--- config.mk ---
export PLATFORM = sky130hd
export DESIGN_NAME = lut_loader
export DESIGN_NICKNAME = d
export VERILOG_FILES = /design/src/rtl/lut_pkg.sv /design/src/rtl/lut_loader.sv
export SDC_FILE = /design/constraint.sdc
export NUM_CORES = 1
export LEC_CHECK = 0
export ABC_AREA = 1
export BUFFER_PORTS_ARGS = -buffer_cell sky130_fd_sc_hd__buf_4
export CELL_PAD_IN_SITES_DETAIL_PLACEMENT = 1
export CELL_PAD_IN_SITES_GLOBAL_PLACEMENT = 1
export CORE_MARGIN = 10
export CORE_UTILIZATION = 40
export DETAILED_ROUTE_END_ITERATION = 7
export PLACE_DENSITY_LB_ADDON = 0.1
export SKIP_CTS_REPAIR_TIMING = 1
export SYNTH_ARGS = -nofsm -noshare
export SYNTH_HDL_FRONTEND = slang
export SYNTH_SLANG_ARGS = --single-unit
export TNS_END_PERCENT = 50
--- constraint.sdc ---
create_clock -name clk -period 5.7 [get_ports clk]
set_input_delay 1.14 -clock clk [delete_from_list [all_inputs] [get_ports clk]]
set_output_delay 1.14 -clock clk [all_outputs]
set_load 0.05 [all_outputs]
--- src/rtl/lut_pkg.sv ---
// Shared constants and state encoding for the SR LUT write-side loader.
package lut_pkg;

    localparam int LUT_DEPTH    = 3392;
    localparam int LUT_ADDR_W   = 12;
    localparam int LUT_DATA_W   = 32;
    localparam int LUT_ADDR_OFS = 4;

    typedef enum logic [2:0] {
        IDLE     = 3'd0,
        GET_EVEN = 3'd1,
        GET_ODD  = 3'd2,
        ISSUE    = 3'd3,
        FINISH   = 3'd4
    } lut_state_t;

endpackage

--- src/rtl/lut_loader.sv ---
// Streams 32-bit LUT words into paired dual-port SRAM writes (even entries on port 1,
// odd entries on port 2), then raises SR_start to hand the bank to the read path.
module lut_loader
    import lut_pkg::*;
#(
    parameter int DEPTH    = LUT_DEPTH,
    parameter int ADDR_W   = LUT_ADDR_W,
    parameter int DATA_W   = LUT_DATA_W,
    parameter int ADDR_OFS = LUT_ADDR_OFS
) (
    input  logic              clk,
    input  logic              rst,
    input  logic              load_start,
    input  logic              load_abort,
    input  logic              in_valid,
    output logic              in_ready,
    input  logic [DATA_W-1:0] in_data,
    output logic [DATA_W-1:0] data1,
    output logic [DATA_W-1:0] data2,
    output logic [ADDR_W-1:0] addr1,
    output logic [ADDR_W-1:0] addr2,
    output logic              LUT_WE,
    output logic              SR_start,
    output logic              busy,
    output logic              done
);

    localparam int PAIRS = DEPTH / 2;
    localparam int K_W   = (PAIRS > 1) ? $clog2(PAIRS) : 1;
    localparam logic [K_W-1:0] K_LAST = K_W'(PAIRS - 1);

    lut_state_t        r_state;
    lut_state_t        w_next;
    logic [K_W-1:0]    r_k;
    logic [DATA_W-1:0] r_hold;
    logic [DATA_W-1:0] r_data1;
    logic [DATA_W-1:0] r_data2;
    logic [ADDR_W-1:0] r_addr1;
    logic [ADDR_W-1:0] r_addr2;
    logic              r_we_n;
    logic              r_sr_start;
    logic              r_in_ready;
    logic              r_busy;
    logic              r_done;

    logic              w_hs;
    logic              w_abort;
    logic              w_start;
    logic [ADDR_W-1:0] w_addr1;

    assign w_hs    = in_valid & r_in_ready;
    assign w_abort = load_abort & (r_state != IDLE);
    assign w_start = load_start & ~load_abort & (r_state == IDLE);
    // Address arithmetic wraps modulo 2^ADDR_W by construction.
    assign w_addr1 = ADDR_W'({r_k, 1'b0}) + ADDR_W'(ADDR_OFS);

    always_comb begin
        w_next = r_state;
        if (w_abort) begin
            w_next = IDLE;
        end else begin
            case (r_state)
                IDLE:     if (w_start) w_next = GET_EVEN;
                GET_EVEN: if (w_hs) w_next = GET_ODD;
                GET_ODD:  if (w_hs) w_next = ISSUE;
                ISSUE:    w_next = (r_k == K_LAST) ? FINISH : GET_EVEN;
                FINISH:   w_next = IDLE;
                default:  w_next = IDLE;
            endcase
        end
    end

    // in_ready/busy are registered from the next state so they line up with r_state.
    always_ff @(posedge clk or posedge rst) begin
        if (rst) begin
            r_state    <= IDLE;
            r_k        <= '0;
            r_hold     <= '0;
            r_data1    <= '0;
            r_data2    <= '0;
            r_addr1    <= '0;
            r_addr2    <= '0;
            r_we_n     <= 1'b1;
            r_sr_start <= 1'b0;
            r_in_ready <= 1'b0;
            r_busy     <= 1'b0;
            r_done     <= 1'b0;
        end else begin
            r_state    <= w_next;
            r_in_ready <= (w_next == GET_EVEN) || (w_next == GET_ODD);
            r_busy     <= (w_next != IDLE);
            r_we_n     <= 1'b1;
            r_done     <= 1'b0;
            if (w_abort) begin
                r_sr_start <= 1'b0;
            end else begin
                case (r_state)
                    IDLE: begin
                        if (w_start) begin
                            r_k        <= '0;
                            r_sr_start <= 1'b0;
                        end
                    end
                    GET_EVEN: begin
                        if (w_hs) r_hold <= in_data;
                    end
                    GET_ODD: begin
                        if (w_hs) begin
                            r_data1 <= r_hold;
                            r_data2 <= in_data;
                        end
                    end
                    ISSUE: begin
                        r_addr1 <= w_addr1;
                        r_addr2 <= w_addr1 + ADDR_W'(1);
                        r_we_n  <= 1'b0;
                        if (r_k != K_LAST) r_k <= r_k + K_W'(1);
                    end
                    FINISH: begin
                        r_done     <= 1'b1;
                        r_sr_start <= 1'b1;
                    end
                    default: ;
                endcase
            end
        end
    end

    assign in_ready = r_in_ready;
    assign data1    = r_data1;
    assign data2    = r_data2;
    assign addr1    = r_addr1;
    assign addr2    = r_addr2;
    assign LUT_WE   = r_we_n;
    assign SR_start = r_sr_start;
    assign busy     = r_busy;
    assign done     = r_done;

endmodule
==> key figures <==
Run status
  – Status: complete, no violations

Final layout
  – Commonest non-fill, non-tap cell in the layout: nand2_1
  – Final Util: roughly 52%
  – Final nets: about 760
  – P&R area growth vs syn: 28.8%
  – N_diodes: 0
  – Share of layout cells above drive strength 1: ~24%
  – Commonest non-fill, non-tap cells in the layout: nand2_1, buf_4, dfrtp_1

Drt
  – Via Count: 4,306
  – Routed WL per cell: between 15 and 20 um
  – Iter 0 DRT Violations: 231
  – Detailed Routing Iterations Pass 1: 4
  – Final ANT Viol Nets: 0
  – Final wirelength: 14,400 um
  – Residual DRC: 0
  – Via density: 4.76

Power
  – Pint: 0.00240 W
  – Clock Power Share: 24.1%
  – Lkg Pwr: 3.58 nW
  – Register share of total power: 34.3%
  – Power Total: 0.00424 W
  – P per Cell Area: 615 nW/um2
  – Psw: 0.00184 W
  – Worst VDD drop: 0.259 mV
  – Sw Share: 43.4%
  – Logic pwr share: around two fifths

Worst setup path
  – CP required: 5.96 ns
  – R2R depth: 7
  – Crit start category: primary input
  – CP Launch Point: in_valid
  – Crit-path slowest cell: buf_4
  – FF-to-FF Start: r_state[0]
  – Worst EP arrival: around 2.9 ns
  – Crit path largest cell delay: roughly 0.6 ns
  – Worst-path cell chain: buf_4 > nand2_1 > inv_1 > nand4_4 > buf_4 > nand2_1 > o21ai_1
  – Maximum fanout along the worst path: a little over 80
  – Critical path capture point type: flip-flop
  – Critical path type: primary input to flip-flop

Logic synthesis
  – Post-Syn Area: roughly 5400 um2
  – Post-synth cell types: 29
  – Gate Count Post-Synth: 604
  – Synth Warn #: 0
  – Net count after synthesis: 643
  – Synthesized area per cell: 8.86 um2
  – Cell taking the most area after synthesis: dfrtp_1
  – Sequential element share of the synthesized area: 59.4%
  – Synth top area cells: dfrtp_1, nand2_1, o21ai_1
  – Yosys reg bits: ~130
  – Synth top area share: approximately three fifths

Global route
  – Vias in the first global route: approximately 4,600
  – Antenna violations before repair: 0
  – First-pass GRT wire length: 23,300 um
  – Global Route Usage Sum: 15.9%
  – Grt total ovfl: 0
  – Largest net degree at the start of global routing: 83

Clocking
  – Clock sink total: about 130
  – H-tree Lvls: 4
  – TritonCTS clock tree: yes
  – Root Buffer Master: clkbuf_16
  – Clock slew at reported path FFs: around 0.050 ns
  – Max clock buf depth: 2
  – Clk Latency, worst-skew pair: 0.41 ns
  – Total CTS buffers: 17

Floorplan
  – IO Pins: 130
  – Core area: 13,200 um2
  – Die X-Extent: 136 um
  – Initial core utilization: 40.6%
  – Die height: 136 um
  – Die area: 18,400 um2
  – # rows: 42

STA
  – Fmax: 0.384 GHz
  – RSZ-0062 raised after global routing: no
  – Fin crit share: 45.7%
  – Slew HR: 33.4%
  – Setup TNS: 0 ns
  – Clock skew: 0.00762 ns
  – Hold violation count in the final report: 0
  – Pins Over Slew Limit: 0
  – Worst slew pin tran: around 1 ns
  – Setup violations, final: 0
  – Tmin final: 2.61 ns

Min path
  – Hold Crit Start: addr2[0]
  – Hold/Removal Path Class: flip-flop to flip-flop
  – Number of cells on the worst hold path: 1

Placement
  – Port Buf Inserts: 128
  – Hpwl dp: 10,400 um
  – Routability cong.: 0.817

Flow run
  – Number of max-cap violations: 0
## cell families after synthesis
| kind of cell | share of synthesized area, % |
|---|---|
| AND/OR/NAND/NOR | 17.0 |
| buffers and inverters | 10.8 |
| flip-flops | 59.4 |
| AO/OA/AOI/OAI | 11.5 |
| XOR/XNOR | 0.818 |
| adder cells (fa/ha/maj) | 0.468 |
| other | 0.0701 |
## sequential cells by signal (all words and copies together), names as in the netlist
register,flops
data1,32
data2,32
r_hold,32
addr2,11
r_k,11
r_state,3
LUT_WE,1
SR_start,1
addr1,1
busy,1
done,1
in_ready,1
## per-layer routing
layer | vias to the layer above | global-route usage, % | wire, um
met1 | 2112 | 17.3 | 5770
met4 | 0 | 5.08 | 171
met5 | - | 0 | 0
li1 | 2107 | - | -
met3 | 17 | 5.08 | 730
met2 | 70 | 28.6 | 7710
## final timing paths
check / end / slack [ns]
max in group asynchronous: data2[15] / 3.54
min in group asynchronous: r_hold[19] / 0.95
max reg2reg: data1[20] / 3.25
min: addr2[0] / 0.47
max: data1[20] / 3.09
min reg2reg: addr2[0] / 0.47
## final cells by class
type / instances / area [um2]
clock buffer: 23 / 468
clock inverter: 7 / 87.6
fill: 1562 / 6300
inverter: 92 / 348
multi-input combinational: 349 / 1610
sequential: 127 / 3180
tap: 176 / 220
timing repair buffer: 131 / 983
## worst max-delay path, delay by kind of cell
family | cells | cell delay, ns
AOI/OAI and AO/OA | 1 | 0.08
buffers and inverters | 3 | 0.83
and+or+nand+nor | 3 | 0.76
## Yosys cell counts (all sizes together)
master and n:
dfrtp 126, buf 31, dfstp 1, a31oi 2, xor2 5, o22ai 1
nor2 20, nand2 168, nor3 2, o21ai 117, o31ai 1, clkbuf 5
conb 1, inv 92, nand3 23, nand4 6, ha 2, or2 1
## power groups by stage
stage | Sequential, W | Clock (W) | Combinational, W
2_1_floorplan | 0.00218 | 0 | 0.000486
3_3_place_gp | 0.00145 | 0 | 0.00174
3_5_place_dp | 0.00147 | 0 | 0.00178
4_1_cts | 0.00146 | 0.00104 | 0.00180
5_1_grt | 0.00150 | 0.00109 | 0.00190
6_report | 0.00145 | 0.00102 | 0.00176
## per-stage QoR
step	instance area, um2	instances	worst slack, ns	hold slack, ns
2_1_floorplan	5350	604	1.18	0.459
3_3_place_gp	6340	875	2.79	0.458
3_5_place_dp	6340	875	2.69	0.460
4_1_cts	6890	905	3.10	0.471
5_1_grt	6890	905	2.86	0.477
6_report	6890	905	3.09	0.468
No activity file was read; power rests on OpenSTA's default activity.
